File: config.mk
export PLATFORM = sky130hd
export DESIGN_NAME = mem_access_stage_flat
export DESIGN_NICKNAME = d
export VERILOG_FILES = /design/src/rtl/mem_access_stage_if.sv /design/src/rtl/mem_access_stage.sv /design/src/flat_wrapper.sv
export SDC_FILE = /design/constraint.sdc
export NUM_CORES = 1
export LEC_CHECK = 0
export ABC_AREA = 1
export CAP_MARGIN = 20
export CELL_PAD_IN_SITES_DETAIL_PLACEMENT = 0
export CELL_PAD_IN_SITES_GLOBAL_PLACEMENT = 1
export CORE_UTILIZATION = 29
export CTS_CLUSTER_DIAMETER = 30
export CTS_CLUSTER_SIZE = 40
export DETAILED_ROUTE_END_ITERATION = 8
export HOLD_SLACK_MARGIN = 0.02
export PLACE_DENSITY_LB_ADDON = 0.1
export SETUP_SLACK_MARGIN = 0.5
export SLEW_MARGIN = 25
export SYNTH_ARGS = -nofsm -noshare
export SYNTH_HDL_FRONTEND = slang
export SYNTH_SLANG_ARGS = --single-unit
export TNS_END_PERCENT = 20
File: constraint.sdc
create_clock -name clk -period 1.7 [get_ports clk]
set_input_delay 0.425 -clock clk [delete_from_list [all_inputs] [get_ports clk]]
set_output_delay 0.425 -clock clk [all_outputs]
set_load 0.05 [all_outputs]
File: src/rtl/mem_access_stage_if.sv
// rtl/mem_access_stage_if.sv - ALU-side, data-cache and writeback handshake bundle for the memory stage
interface mem_access_stage_if #(
    parameter int WORDSZ = 64,
    parameter int REGSZ  = 5,
    parameter int STRBSZ = 8
);
    logic              in_valid;
    logic              in_ready;
    logic              in_is_load;
    logic              in_is_store;
    logic [2:0]        in_funct3;
    logic [WORDSZ-1:0] in_addr;
    logic [WORDSZ-1:0] in_store_data;
    logic [REGSZ-1:0]  in_rd;

    logic              dc_req;
    logic              dc_we;
    logic [WORDSZ-1:0] dc_addr;
    logic [WORDSZ-1:0] dc_wdata;
    logic [STRBSZ-1:0] dc_wstrb;
    logic              dc_ack;
    logic [WORDSZ-1:0] dc_rdata;

    logic              out_valid;
    logic              out_ready;
    logic [WORDSZ-1:0] out_data;
    logic [REGSZ-1:0]  out_rd;
    logic              out_wr_en;
    logic              out_ld_or_alu;
    logic              out_misaligned;

    modport master (
        input  in_valid, in_is_load, in_is_store, in_funct3, in_addr, in_store_data, in_rd,
        output in_ready,
        output dc_req, dc_we, dc_addr, dc_wdata, dc_wstrb,
        input  dc_ack, dc_rdata,
        output out_valid, out_data, out_rd, out_wr_en, out_ld_or_alu, out_misaligned,
        input  out_ready
    );

    modport slave (
        output in_valid, in_is_load, in_is_store, in_funct3, in_addr, in_store_data, in_rd,
        input  in_ready,
        input  dc_req, dc_we, dc_addr, dc_wdata, dc_wstrb,
        output dc_ack, dc_rdata,
        input  out_valid, out_data, out_rd, out_wr_en, out_ld_or_alu, out_misaligned,
        output out_ready
    );
endinterface

File: src/rtl/mem_access_stage.sv
// rtl/mem_access_stage.sv - load/store memory stage: cache request/ack, lane formatting, writeback handoff
module mem_access_stage #(
    parameter int WORDSZ = 64,
    parameter int REGSZ  = 5,
    parameter int STRBSZ = 8
) (
    input  logic clk,
    input  logic reset,
    mem_access_stage_if.master bus
);
  typedef enum logic [1:0] {IDLE, REQ, OUT} state_t;

  state_t              state_q, state_d;
  logic [WORDSZ-1:0]   addr_q, addr_d;
  logic [2:0]          f3_q, f3_d;
  logic                ld_q, ld_d;
  logic                we_q, we_d;
  logic [WORDSZ-1:0]   wdata_q, wdata_d;
  logic [STRBSZ-1:0]   wstrb_q, wstrb_d;
  logic [REGSZ-1:0]    rd_q, rd_d;
  logic                mis_q, mis_d;
  logic                wr_en_q, wr_en_d;
  logic [WORDSZ-1:0]   data_q, data_d;

  logic [2:0]          a_in;
  logic                ld_in, st_in, mem_in, aligned_in, illegal_in, mis_in;
  logic [STRBSZ-1:0]   strb_base;

  function automatic logic [WORDSZ-1:0] fmt_load(input logic [WORDSZ-1:0] rdata,
                                                 input logic [2:0] a,
                                                 input logic [2:0] f3);
    logic [WORDSZ-1:0] lane;
    lane = rdata >> {a, 3'b000};
    case (f3)
      3'b000:  fmt_load = {{(WORDSZ-8){lane[7]}}, lane[7:0]};
      3'b001:  fmt_load = {{(WORDSZ-16){lane[15]}}, lane[15:0]};
      3'b010:  fmt_load = {{(WORDSZ-32){lane[31]}}, lane[31:0]};
      3'b100:  fmt_load = {{(WORDSZ-8){1'b0}}, lane[7:0]};
      3'b101:  fmt_load = {{(WORDSZ-16){1'b0}}, lane[15:0]};
      3'b110:  fmt_load = {{(WORDSZ-32){1'b0}}, lane[31:0]};
      default: fmt_load = lane;
    endcase
  endfunction

  // Load wins when both op flags are set, so a store is only a store alone.
  assign a_in   = bus.in_addr[2:0];
  assign ld_in  = bus.in_is_load;
  assign st_in  = bus.in_is_store & ~bus.in_is_load;
  assign mem_in = ld_in | st_in;

  always_comb begin
    aligned_in = 1'b1;
    strb_base  = '0;
    case (bus.in_funct3[1:0])
      2'b00: begin aligned_in = 1'b1;             strb_base = STRBSZ'(8'h01); end
      2'b01: begin aligned_in = (a_in[0] == 1'b0);  strb_base = STRBSZ'(8'h03); end
      2'b10: begin aligned_in = (a_in[1:0] == 2'b00); strb_base = STRBSZ'(8'h0F); end
      default: begin aligned_in = (a_in == 3'b000); strb_base = STRBSZ'(8'hFF); end
    endcase
  end

  assign illegal_in = ld_in ? (bus.in_funct3 == 3'b111) : (st_in & bus.in_funct3[2]);
  assign mis_in     = mem_in & (illegal_in | ~aligned_in);

  always_comb begin
    state_d = state_q;
    addr_d  = addr_q;
    f3_d    = f3_q;
    ld_d    = ld_q;
    we_d    = we_q;
    wdata_d = wdata_q;
    wstrb_d = wstrb_q;
    rd_d    = rd_q;
    mis_d   = mis_q;
    wr_en_d = wr_en_q;
    data_d  = data_q;
    case (state_q)
      IDLE: begin
        if (bus.in_valid) begin
          addr_d  = bus.in_addr;
          f3_d    = bus.in_funct3;
          rd_d    = bus.in_rd;
          mis_d   = mis_in;
          ld_d    = ld_in & ~mis_in;
          we_d    = st_in & ~mis_in;
          wdata_d = (st_in & ~mis_in) ? (bus.in_store_data << {a_in, 3'b000}) : '0;
          wstrb_d = (st_in & ~mis_in) ? (strb_base << a_in) : '0;
          wr_en_d = ~st_in & ~mis_in & (bus.in_rd != '0);
          data_d  = bus.in_addr;
          state_d = (mem_in & ~mis_in) ? REQ : OUT;
        end
      end
      REQ: begin
        if (bus.dc_ack) begin
          if (ld_q) data_d = fmt_load(bus.dc_rdata, addr_q[2:0], f3_q);
          state_d = OUT;
        end
      end
      OUT: begin
        if (bus.out_ready) state_d = IDLE;
      end
      default: state_d = IDLE;
    endcase
  end

  always_ff @(posedge clk or negedge reset) begin
    if (!reset) begin
      state_q <= IDLE;
      addr_q  <= '0;
      f3_q    <= '0;
      ld_q    <= 1'b0;
      we_q    <= 1'b0;
      wdata_q <= '0;
      wstrb_q <= '0;
      rd_q    <= '0;
      mis_q   <= 1'b0;
      wr_en_q <= 1'b0;
      data_q  <= '0;
    end else begin
      state_q <= state_d;
      addr_q  <= addr_d;
      f3_q    <= f3_d;
      ld_q    <= ld_d;
      we_q    <= we_d;
      wdata_q <= wdata_d;
      wstrb_q <= wstrb_d;
      rd_q    <= rd_d;
      mis_q   <= mis_d;
      wr_en_q <= wr_en_d;
      data_q  <= data_d;
    end
  end

  // in_ready is qualified by reset so it stays low while reset is held.
  assign bus.in_ready       = (state_q == IDLE) & reset;
  assign bus.dc_req         = (state_q == REQ);
  assign bus.dc_we          = we_q;
  assign bus.dc_addr        = {addr_q[WORDSZ-1:3], 3'b000};
  assign bus.dc_wdata       = wdata_q;
  assign bus.dc_wstrb       = wstrb_q;
  assign bus.out_valid      = (state_q == OUT);
  assign bus.out_data       = data_q;
  assign bus.out_rd         = rd_q;
  assign bus.out_wr_en      = wr_en_q;
  assign bus.out_ld_or_alu  = ld_q;
  assign bus.out_misaligned = mis_q;
endmodule

File: src/flat_wrapper.sv
// flat-port wrapper written by rule: the top's interface ports become plain ports
module mem_access_stage_flat 
#(
    parameter int WORDSZ = 64,
    parameter int REGSZ  = 5,
    parameter int STRBSZ = 8
)
  (clk, reset, bus_in_valid, bus_in_is_load, bus_in_is_store, bus_in_funct3, bus_in_addr, bus_in_store_data, bus_in_rd, bus_in_ready, bus_dc_req, bus_dc_we, bus_dc_addr, bus_dc_wdata, bus_dc_wstrb, bus_dc_ack, bus_dc_rdata, bus_out_valid, bus_out_data, bus_out_rd, bus_out_wr_en, bus_out_ld_or_alu, bus_out_misaligned, bus_out_ready);
  mem_access_stage_if #(.WORDSZ(WORDSZ), .REGSZ(REGSZ), .STRBSZ(STRBSZ)) bus_i ();
  input  logic clk;
  input  logic reset;
  input wire logic [$bits(bus_i.in_valid)-1:0] bus_in_valid;
  input wire logic [$bits(bus_i.in_is_load)-1:0] bus_in_is_load;
  input wire logic [$bits(bus_i.in_is_store)-1:0] bus_in_is_store;
  input wire logic [$bits(bus_i.in_funct3)-1:0] bus_in_funct3;
  input wire logic [$bits(bus_i.in_addr)-1:0] bus_in_addr;
  input wire logic [$bits(bus_i.in_store_data)-1:0] bus_in_store_data;
  input wire logic [$bits(bus_i.in_rd)-1:0] bus_in_rd;
  output wire logic [$bits(bus_i.in_ready)-1:0] bus_in_ready;
  output wire logic [$bits(bus_i.dc_req)-1:0] bus_dc_req;
  output wire logic [$bits(bus_i.dc_we)-1:0] bus_dc_we;
  output wire logic [$bits(bus_i.dc_addr)-1:0] bus_dc_addr;
  output wire logic [$bits(bus_i.dc_wdata)-1:0] bus_dc_wdata;
  output wire logic [$bits(bus_i.dc_wstrb)-1:0] bus_dc_wstrb;
  input wire logic [$bits(bus_i.dc_ack)-1:0] bus_dc_ack;
  input wire logic [$bits(bus_i.dc_rdata)-1:0] bus_dc_rdata;
  output wire logic [$bits(bus_i.out_valid)-1:0] bus_out_valid;
  output wire logic [$bits(bus_i.out_data)-1:0] bus_out_data;
  output wire logic [$bits(bus_i.out_rd)-1:0] bus_out_rd;
  output wire logic [$bits(bus_i.out_wr_en)-1:0] bus_out_wr_en;
  output wire logic [$bits(bus_i.out_ld_or_alu)-1:0] bus_out_ld_or_alu;
  output wire logic [$bits(bus_i.out_misaligned)-1:0] bus_out_misaligned;
  input wire logic [$bits(bus_i.out_ready)-1:0] bus_out_ready;
  assign bus_i.in_valid = bus_in_valid;
  assign bus_i.in_is_load = bus_in_is_load;
  assign bus_i.in_is_store = bus_in_is_store;
  assign bus_i.in_funct3 = bus_in_funct3;
  assign bus_i.in_addr = bus_in_addr;
  assign bus_i.in_store_data = bus_in_store_data;
  assign bus_i.in_rd = bus_in_rd;
  assign bus_in_ready = bus_i.in_ready;
  assign bus_dc_req = bus_i.dc_req;
  assign bus_dc_we = bus_i.dc_we;
  assign bus_dc_addr = bus_i.dc_addr;
  assign bus_dc_wdata = bus_i.dc_wdata;
  assign bus_dc_wstrb = bus_i.dc_wstrb;
  assign bus_i.dc_ack = bus_dc_ack;
  assign bus_i.dc_rdata = bus_dc_rdata;
  assign bus_out_valid = bus_i.out_valid;
  assign bus_out_data = bus_i.out_data;
  assign bus_out_rd = bus_i.out_rd;
  assign bus_out_wr_en = bus_i.out_wr_en;
  assign bus_out_ld_or_alu = bus_i.out_ld_or_alu;
  assign bus_out_misaligned = bus_i.out_misaligned;
  assign bus_i.out_ready = bus_out_ready;
  mem_access_stage #(.WORDSZ(WORDSZ), .REGSZ(REGSZ), .STRBSZ(STRBSZ)) u_core (.clk(clk), .reset(reset), .bus(bus_i));
endmodule
==> results of run 1 <==
[power by group]
part / internal (mW) / switching, mW / leakage [nW]
Clock: 8.53 / 3.62 / 1.09
Combinational: 13.0 / 17.8 / 8.11
Sequential: 6.99 / 1.74 / 2.73
Total: 28.5 / 23.2 / 11.9
[per-layer routing]
metal | wire (um) | up-vias
met5 | 91 | -
met4 | 1080 | 16
met3 | 4100 | 81
met2 | 29900 | 490
met1 | 29000 | 7364
li1 | - | 7410
[cells by family (layout without fill, tap and decap cells)]
group                  count (synthesis)  count (layout)
AO/OA/AOI/OAI                        430             430
buffers and inverters                346             971
flip-flops                           214             214
other                                  1               5
AND/OR/NAND/NOR                      949             951
[cells in the mapped netlist (all sizes together)]
cell type	instances
conb	1
o21a	1
nand3b	1
dfrtp	214
nor2	50
a21oi	113
o21ai	284
nand4	32
buf	120
inv	144
nor3	3
clkbuf	80
or2	22
a31oi	1
nand3	117
o31ai	2
o211ai	17
nand2	724
a21boi	3
clkinv	2
o22ai	9
[cell type report]
| type | count | area share [%] |
|---|---|---|
| Antenna cell | 2 | 0.0200 |
| Clock buffer | 92 | 7.75 |
| Clock inverter | 28 | 1.21 |
| Inverter | 146 | 2.29 |
| Multi-Input combinational cell | 1384 | 29.2 |
| Sequential cell | 214 | 21.4 |
| Tap cell | 592 | 2.96 |
| Timing Repair Buffer | 705 | 35.2 |
[worst max-delay path, cell delays in order (launching register included)]
cell and delay [ns]:
dfrtp_1 0.41, buf_6 0.14, nor2_4 0.11, inv_2 0.06, nor2_4 0.12, buf_12 0.14
[flip-flops by register name, indices dropped and copies added, names as in the netlist]
name                       flops
u_core.bus.out_misaligned      1
u_core.bus.dc_wdata           64
u_core.f3_q                    3
u_core.bus.out_wr_en           1
u_core.bus.dc_wstrb            8
u_core.bus.out_data           64
u_core.bus.out_rd              5
u_core.bus.dc_we               1
u_core.bus.out_ld_or_alu       1
u_core.state_q                 2
u_core.addr_q                 64
[path summary, 6_finish.rpt]
check / start / to / cells after the start
min in group asynchronous: reset / u_core.addr_q[48]$_DFFE_PN0P_ / 3
hold reg to reg: u_core.bus.out_data[10]$_DFFE_PN0P_ / u_core.bus.out_data[10]$_DFFE_PN0P_ / 2
hold / removal: bus_in_addr[1] / u_core.bus.dc_wdata[58]$_DFFE_PN0P_ / 5
setup / recovery: u_core.state_q[1]$_DFFE_PN0P_ / bus_in_ready / 5
setup reg to reg: u_core.state_q[1]$_DFFE_PN0P_ / u_core.bus.dc_wdata[7]$_DFFE_PN0P_ / 11
max in group asynchronous: reset / u_core.addr_q[0]$_DFFE_PN0P_ / 3
[metrics by stage]
step | hold WS [ns] | util, % | instances
global route | 0.414 | 56.5 | 3161
detailed placement | 0.446 | 44.6 | 2951
CTS | 0.383 | 54.3 | 3133
finish | 0.392 | 56.6 | 3163
floorplan | 0.129 | - | 1942
global placement | 0.445 | 44.6 | 2951
[repair_timing]
item / in CTS / in global routing
setup buffers: 37 / 21
gates resized for setup: 357 / 197
endpoints found under the setup margin: 423 / 535
hold buffers: 1 / 0
hold endpoints to repair: 157 / 0
pin swaps: 107 / 110
gates cloned: 24 / 7
==> results.sh, run 1 <==
export IMPL_powerDensity_nw_per_um2=2060
export IMPL_first_pass_iters=5
export IMPL_multi_input_area_um2=7330
export IMPL_grt_pass1_wl_mm=96.0
export IMPL_clkSinkCount=214
export IMPL_root_buffer="clkbuf_16"
export IMPL_end_kind="primary output"
export IMPL_nFillCells=4106
export IMPL_synth_mux_area_share_pct=0
export IMPL_grtUsageMet3_pct=6.60
export IMPL_seq_area_um2=5360
export IMPL_ys_ff_latch=214
export IMPL_peakVddDrop_mv=1.09
export IMPL_mostFrequentLayoutCells="nand2_1, dfrtp_1, clkdlybuf4s50_1, buf_4, buf_12"
export IMPL_synth_compound_area_share_pct=17.0
export IMPL_postRouteAntennaNets=0
export IMPL_clkLatencyLatePin_ns=0.58
export IMPL_grt_pass1_vias=15500
export IMPL_violations="setup timing"
export IMPL_htreeDepth=3
export IMPL_cap_violations=0
export IMPL_fin_crit_ns=1.98
export IMPL_finalInstanceArea_um2=25100
export IMPL_synth_seq_area_share_pct=41.0
export IMPL_vias_per_cell=4.86
export IMPL_r2r_slack_ns=-0.19
export IMPL_syn_to_final_growth_pct=92.1
export IMPL_leakagePower_nw=11.9
export IMPL_setup_violations=163
export IMPL_cts_max_path_buffers=3
export IMPL_antenna_found_initial=10
export IMPL_setup_slack_ns=-0.275
export IMPL_crit_type="flop to primary output"
export IMPL_max_freq_mhz=506
export IMPL_rows=77
export IMPL_synth_top_area_share_pct=41.0
export IMPL_io_pins=419
export IMPL_vias=15400
export IMPL_min_path_type="input port to flop"
export IMPL_cts_buffers=66
export IMPL_cts_tree="done"
export IMPL_drive_gt1_share_pct=34.9
export IMPL_wl_mm=64.2
export IMPL_synthSimpleGateAreaFrac_pct=29.6
export IMPL_synthAdderAreaFrac_pct=0
export IMPL_met2_usage_pct=43.2
export IMPL_ys_warn_count=0
export IMPL_busiest_layer="met2"
export IMPL_cts_clk_slew_worst_paths_ns=0.05
export IMPL_total_power_mw=51.6
export IMPL_tightest_slew_ns=0.714
export IMPL_place_area_um2=19800
export IMPL_dieArea_um2=45800
export IMPL_maxSlewHeadroom_pct=51.9
export IMPL_crit_path_max_fanout=3
export IMPL_finalSetupTns_ns=-17.84
export IMPL_finalClockSkew_ns=0.0221
export IMPL_detail_route_wl_per_cell_um=20.3
export IMPL_grt_ovfl_total=0
export IMPL_gp_congestion=0.939
export IMPL_drt_iter0_drc=1179
export IMPL_die_height_um=214
export IMPL_pre_cts_ws_ns=-0.497
export IMPL_synth_top_cell_by_area="dfrtp_1"
export IMPL_fp_coreArea_um2=44300
export IMPL_die_x_um=214
export IMPL_synth_top_family_by_area="simple AND/OR/NAND/NOR gates"
export IMPL_start_util_pct=29.4
export IMPL_syn_inst=1940
export IMPL_avgSynthCellArea_um2=6.73
export IMPL_synth_distinct_cells=29
export IMPL_dp_hpwl_mm=45.9
export IMPL_hold_violations=0
export IMPL_synth_area_um2=13000
export IMPL_crit_path_start_kind="flop"
export IMPL_fin_crit_sh_pct=116
export IMPL_final_max_slew_viol_count=0
export IMPL_worstPathArrival_ns=1.55
export IMPL_final_common_cell="nand2_1"
export IMPL_drc_errors=0
export IMPL_cp_required_ns=1.27
export IMPL_grt_max_degree=113
export IMPL_synth_xor_area_share_pct=0
export IMPL_outcome="complete, but fails checks"
export IMPL_portBuffers=415
export IMPL_ys_top_cells_by_area="dfrtp_1, nand2_1, o21ai_0, nand3_1, a21oi_1"
export IMPL_nets=2724
export IMPL_grt_use_total_pct=27.3
export IMPL_met1_usage_pct=37.1
export IMPL_rsz0062_at_grt="yes"
No activity file was read; power rests on OpenSTA's default activity.
==> run 2, diff against run 1 <==
--- a/config.mk
+++ b/config.mk
@@ -15,6 +15,7 @@
 export DETAILED_ROUTE_END_ITERATION = 8
 export HOLD_SLACK_MARGIN = 0.02
 export PLACE_DENSITY_LB_ADDON = 0.1
+export RECOVER_POWER = 50
 export SETUP_SLACK_MARGIN = 0.5
 export SLEW_MARGIN = 25
 export SYNTH_ARGS = -nofsm -noshare
==> run 2 against run 1 <==
The flow still finishes with violations (setup timing). Worst setup slack lost 0.00094 ns. Die area is the same. Global-route usage is the same. Register-to-register slack is essentially flat. Routed wire length is essentially flat. Non-clock buffer count is the same. Clock power is essentially flat. Clock skew shrank 0.00053 ns. Worst hold slack gained 0.0029 ns. Core utilization is essentially flat. Critical endpoint unchanged. Highest routed layer unchanged.
==> results.sh, run 2 (same netlist as run 1, synthesis figures left out) <==
export IMPL_cpMostUsedCell="nor2_4"
export IMPL_mostFrequentLayoutCells="nand2_1, dfrtp_1, clkdlybuf4s50_1, buf_4, buf_12"
export IMPL_portBuffers=415
export IMPL_leakagePower_nw=11.9
export IMPL_min_path_type="input port to flop"
export IMPL_r2r_slack_ns=-0.19
export IMPL_hold_slack_ns=0.394
export IMPL_min_from="bus_in_addr[1]"
export IMPL_root_buffer="clkbuf_16"
export IMPL_crit_path_max_fanout=3
export IMPL_crit_path_start_kind="flop"
export IMPL_clkLatencyLatePin_ns=0.57
export IMPL_drc_errors=0
export IMPL_gp_congestion=0.939
export IMPL_cts_clk_slew_worst_paths_ns=0.05
export IMPL_crit_type="flop to primary output"
export IMPL_die_x_um=214
export IMPL_grt_pass1_vias=15500
export IMPL_grt_pass1_wl_mm=96.0
export IMPL_first_pass_iters=5
export IMPL_setup_slack_ns=-0.276
export IMPL_fin_crit_ns=1.98
export IMPL_seq_area_um2=5360
export IMPL_violations="setup timing"
export IMPL_antenna_found_initial=10
export IMPL_end_kind="primary output"
export IMPL_drt_iter0_drc=1163
export IMPL_rows=77
export IMPL_cap_violations=0
export IMPL_place_inst=2951
export IMPL_peakVddDrop_mv=1.10
export IMPL_cp_required_ns=1.27
export IMPL_final_max_slew_viol_count=0
export IMPL_hold_end="u_core.bus.dc_wdata[58]$_DFFE_PN0P_"
export IMPL_drive_gt1_share_pct=34.9
export IMPL_clkSinkCount=214
export IMPL_syn_to_final_growth_pct=92.0
export IMPL_cts_buffers=66
export IMPL_rr_endpoint="u_core.bus.dc_wdata[7]$_DFFE_PN0P_"
export IMPL_hold_violations=0
export IMPL_crit_chain="buf_6, nor2_4, inv_2, nor2_4, buf_12"
export IMPL_grt_ovfl_total=0
export IMPL_cts_max_path_buffers=3
export IMPL_tightest_slew_ns=1.16
export IMPL_nets=2724
export IMPL_worstPathArrival_ns=1.55
export IMPL_vias=15300
export IMPL_final_common_cell="nand2_1"
export IMPL_finalClockSkew_ns=0.0216
export IMPL_vias_per_cell=4.85
export IMPL_rsz0062_at_grt="yes"
export IMPL_utilization_pct=56.5
export IMPL_wl_mm=64.1
export IMPL_cts_tree="done"
export IMPL_r2r_start="u_core.state_q[1]$_DFFE_PN0P_"
export IMPL_die_height_um=214
export IMPL_powerDensity_nw_per_um2=2060
export IMPL_stdcell_count=3163
export IMPL_detail_route_wl_per_cell_um=20.3
export IMPL_fp_coreArea_um2=44300
export IMPL_dieArea_um2=45800
export IMPL_start_util_pct=29.4
export IMPL_setup_violations=161
export IMPL_grt_max_degree=113
export IMPL_grt_use_total_pct=27.3
export IMPL_outcome="complete, but fails checks"
export IMPL_worstRegToRegCells=11
export IMPL_io_pins=419
export IMPL_critPathMaxStageDelay_ns=0.41
export IMPL_postRouteAntennaNets=0
export IMPL_dp_hpwl_mm=45.9
export IMPL_maxSlewHeadroom_pct=22.8
export IMPL_nFillCells=4113
export IMPL_max_freq_mhz=506
export IMPL_holdPathStages=5
export IMPL_multi_input_area_um2=7330
export IMPL_slowest_stage="dfrtp_1"
export IMPL_fin_crit_sh_pct=116
export IMPL_htreeDepth=3
[run 2: cell count changes in the layout (fill, tap and decap cells not counted)]
cell      change
buf_4         -1
buf_12        -2
buf_6         +2
clkbuf_2      +1
[run 2: worst max-delay path by stage]
stage               cells after the start                             endpoint                     startpoint
floorplan                              12  u_core.bus.out_data[38]$_DFFE_PN0P_  u_core.state_q[0]$_DFFE_PN0P_
global placement                       10  u_core.bus.out_data[49]$_DFFE_PN0P_               bus_dc_rdata[63]
detailed placement                     10        u_core.state_q[1]$_DFFE_PN0P_               bus_in_funct3[1]
CTS                                     5                           bus_dc_req  u_core.state_q[0]$_DFFE_PN0P_
global route                            5                         bus_in_ready  u_core.state_q[1]$_DFFE_PN0P_
finish                                  5                         bus_in_ready  u_core.state_q[1]$_DFFE_PN0P_
[run 2: report_power, final]
| part | total [mW] | internal (mW) | leakage [nW] | switching (mW) |
|---|---|---|---|---|
| clock network | 12.2 | 8.53 | 1.09 | 3.63 |
| registers | 8.73 | 6.99 | 2.73 | 1.74 |
| logic | 30.7 | 13.0 | 8.11 | 17.8 |
[run 2: per-stage QoR]
step	TNS [ns]	instance area [um2]	total power, mW	setup WS (ns)
after floorplan	0	13300	22.8	0.111
after global placement	-52.00	19800	32.6	-0.500
after detailed placement	-58.16	19800	32.6	-0.497
after CTS	-6.15	24100	49.7	-0.292
after global routing	-42.18	25000	54.0	-0.345
final	-17.52	25000	51.6	-0.276
[run 2: timing repair]
item | in CTS | in global routing
setup buffers | 37 | 21
hold endpoints to repair | 157 | 0
cloned | 24 | 7
pin swaps | 107 | 110
resized for setup | 357 | 197
endpoints found under the setup margin | 423 | 535
hold buffers | 1 | 0
[run 2: cell type report]
class,count,area share [%]
Clock buffer,92,7.76
Tap cell,592,2.96
Antenna cell,2,0.0200
Inverter,146,2.29
Multi-Input combinational cell,1384,29.3
Sequential cell,214,21.4
Timing Repair Buffer,705,35.1
Clock inverter,28,1.21
[run 2: worst max-delay path: cells and delay by family (launching register included)]
family	cells	cell delay, ns
buffers and inverters	3	0.34
flip-flops	1	0.41
AND/OR/NAND/NOR	2	0.23
[run 2: per-layer routing]
layer | wire [um] | GRT usage, % | vias up
met3 | 4180 | 6.60 | 83
met5 | 91 | 0 | -
met1 | 28900 | 37.1 | 7329
li1 | - | - | 7411
met2 | 29900 | 43.2 | 508
met4 | 1070 | 7.24 | 16
==> run 3, diff against run 2 <==
--- a/config.mk
+++ b/config.mk
@@ -14,7 +14,7 @@
 export CTS_CLUSTER_SIZE = 40
 export DETAILED_ROUTE_END_ITERATION = 8
 export HOLD_SLACK_MARGIN = 0.02
-export PLACE_DENSITY_LB_ADDON = 0.1
+export PLACE_DENSITY_LB_ADDON = 0.3
 export RECOVER_POWER = 50
 export SETUP_SLACK_MARGIN = 0.5
 export SLEW_MARGIN = 25
==> run 3 against run 2 <==
The flow finishes with violations (capacitance limit, slew limit, setup timing). Sequential cell count stayed put. Non-clock buffer count decreased by 11. Sequential share of layout area is 0.24 points lower. Worst setup slack worse by 0.028 ns. Routed wire length grew 2.4%. Clock-buffer cell count decreased by 1. First-iteration DRC count grew 21%. Cell area is 1.4% higher. Die area unchanged. Combinational power increased by 4%. Fmax down 1.4%.
==> results.sh, run 3 (same netlist as run 1, synthesis figures left out) <==
export IMPL_syn_to_final_growth_pct=94.6
export IMPL_grt_pass1_vias=15400
export IMPL_slowest_stage="dfrtp_1"
export IMPL_gp_congestion=0.925
export IMPL_htreeDepth=3
export IMPL_clkLatencyLatePin_ns=0.59
export IMPL_vias=15600
export IMPL_root_buffer="clkbuf_16"
export IMPL_tightest_slew_ns=1.66
export IMPL_drc_errors=0
export IMPL_crit_type="flop to primary output"
export IMPL_cts_tree="done"
export IMPL_drt_iter0_drc=1412
export IMPL_antenna_found_initial=13
export IMPL_cts_max_path_buffers=3
export IMPL_seq_power_share_pct=16.6
export IMPL_leakagePower_nw=12.1
export IMPL_finalInstanceArea_um2=25400
export IMPL_maxSlewHeadroom_pct=-10.4
export IMPL_final_max_slew_viol_count=91
export IMPL_cts_clk_slew_worst_paths_ns=0.04
export IMPL_finalClockSkew_ns=0.0350
export IMPL_violations="capacitance limit, slew limit, setup timing"
export IMPL_first_pass_iters=6
export IMPL_dieArea_um2=45800
export IMPL_hold_slack_ns=0.230
export IMPL_wl_mm=65.7
export IMPL_setup_violations=204
export IMPL_fp_coreArea_um2=44300
export IMPL_fin_crit_sh_pct=118
export IMPL_p_int_mw=29.7
export IMPL_peakVddDrop_mv=1.44
export IMPL_rows=77
export IMPL_die_x_um=214
export IMPL_rsz0062_at_grt="yes"
export IMPL_io_pins=419
export IMPL_nets=2715
export IMPL_nFillCells=3928
export IMPL_place_area_um2=19500
export IMPL_cap_violations=1
export IMPL_max_freq_mhz=499
export IMPL_portBuffers=415
export IMPL_die_height_um=214
export IMPL_crit_chain="buf_4, nor2_4, buf_12, buf_12"
export IMPL_multi_input_area_um2=7320
export IMPL_worstPathArrival_ns=1.58
export IMPL_power_switching_mw=23.6
export IMPL_swShare_pct=44.3
export IMPL_grt_max_degree=154
export IMPL_fin_crit_ns=2.00
export IMPL_drive_gt1_share_pct=35.4
export IMPL_grt_use_total_pct=27.6
export IMPL_end_kind="primary output"
export IMPL_min_path_type="input port to asynchronous set/reset pin"
export IMPL_powerDensity_nw_per_um2=2100
export IMPL_mostFrequentLayoutCells="nand2_1, clkdlybuf4s50_1, dfrtp_1, buf_4, buf_12"
export IMPL_utilization_pct=57.3
export IMPL_cpMostUsedCell="buf_12"
export IMPL_dp_hpwl_mm=43.0
export IMPL_grt_pass1_wl_mm=96.5
export IMPL_finalSetupTns_ns=-31.16
export IMPL_start_util_pct=29.4
export IMPL_cp_required_ns=1.27
export IMPL_detail_route_wl_per_cell_um=20.8
export IMPL_final_common_cell="nand2_1"
export IMPL_postRouteAntennaNets=0
export IMPL_crit_path_start_kind="flop"
export IMPL_setup_slack_ns=-0.304
export IMPL_hold_violations=0
export IMPL_pwr_share_comb_pct=59.7
export IMPL_seq_area_um2=5370
export IMPL_clkPwrFrac_pct=23.7
export IMPL_crit_path_max_fanout=8
export IMPL_total_power_mw=53.3
export IMPL_critPathMaxStageDelay_ns=0.39
export IMPL_outcome="complete, but fails checks"
export IMPL_cts_buffers=68
export IMPL_clkSinkCount=214
export IMPL_vias_per_cell=4.95
export IMPL_grt_ovfl_total=0
## run 3: cell count changes in the layout (fill, tap and decap cells not counted), moves of 18 or more
cell / delta
nand3_1: +52
a21oi_1: -51
nand3_2: -41
a21oi_2: +33
buf_4: -22
a21oi_4: +18
## run 3: timing repair
action	CTS	global route
hold endpoints to repair	1	0
gates resized for setup	284	283
endpoints found under the setup margin	423	423
buffers inserted	33	23
cloned	43	6
hold buffers	1	0
pin swaps	55	55
## run 3: power groups by stage
stage / clock network, mW / logic (mW) / registers, mW
final: 12.6 / 31.9 / 8.85
after detailed placement: 0 / 23.5 / 8.51
after floorplan: 0 / 11.3 / 11.5
after global placement: 0 / 23.4 / 8.49
after CTS: 12.8 / 29.4 / 8.55
after global routing: 13.1 / 33.5 / 9.06
## run 3: final timing paths
| kind | depth (start not counted) | slack, ns | endpoint | startpoint |
|---|---|---|---|---|
| max reg2reg | 15 | -0.25 | u_core.bus.out_data[22]$_DFFE_PN0P_ | u_core.state_q[0]$_DFFE_PN0P_ |
| min | 2 | 0.23 | u_core.bus.out_data[15]$_DFFE_PN0P_ | reset |
| min reg2reg | 2 | 0.49 | u_core.bus.dc_wdata[18]$_DFFE_PN0P_ | u_core.bus.dc_wdata[18]$_DFFE_PN0P_ |
| max | 4 | -0.30 | bus_dc_req | u_core.state_q[1]$_DFFE_PN0P_ |
| max in group asynchronous | 2 | 0.15 | u_core.addr_q[0]$_DFFE_PN0P_ | reset |
| min in group clk | 5 | 0.39 | u_core.bus.dc_wstrb[4]$_DFFE_PN0P_ | bus_in_addr[1] |
## run 3: worst max-delay path: cells and delay by family (launching register included)
kind	cells	cell delay (ns)
buf+inv	3	0.43
flops	1	0.39
simple gates	1	0.16
## run 3: through the flow
step	std cells	setup WS (ns)
6_report	3159	-0.304
5_1_grt	3157	-0.358
4_1_cts	3124	-0.317
3_5_place_dp	2924	-0.443
3_3_place_gp	2924	-0.384
2_1_floorplan	1942	0.111
## run 3: area by class of cell
type	instances	share of cell area, %
multi-input combinational	1383	28.8
sequential	214	21.2
antenna	6	0.0591
tap	592	2.92
timing repair inverter	1	0.0296
clock inverter	32	1.57
inverter	146	2.28
clock buffer	91	7.52
timing repair buffer	694	35.6
## run 3: layer usage
metal,vias up,wire length [um],GRT usage [%]
met5,-,78,0
met4,12,2270,10.1
met3,125,4910,6.85
met2,647,30600,43.8
met1,7455,27800,36.3
li1,7395,-,-
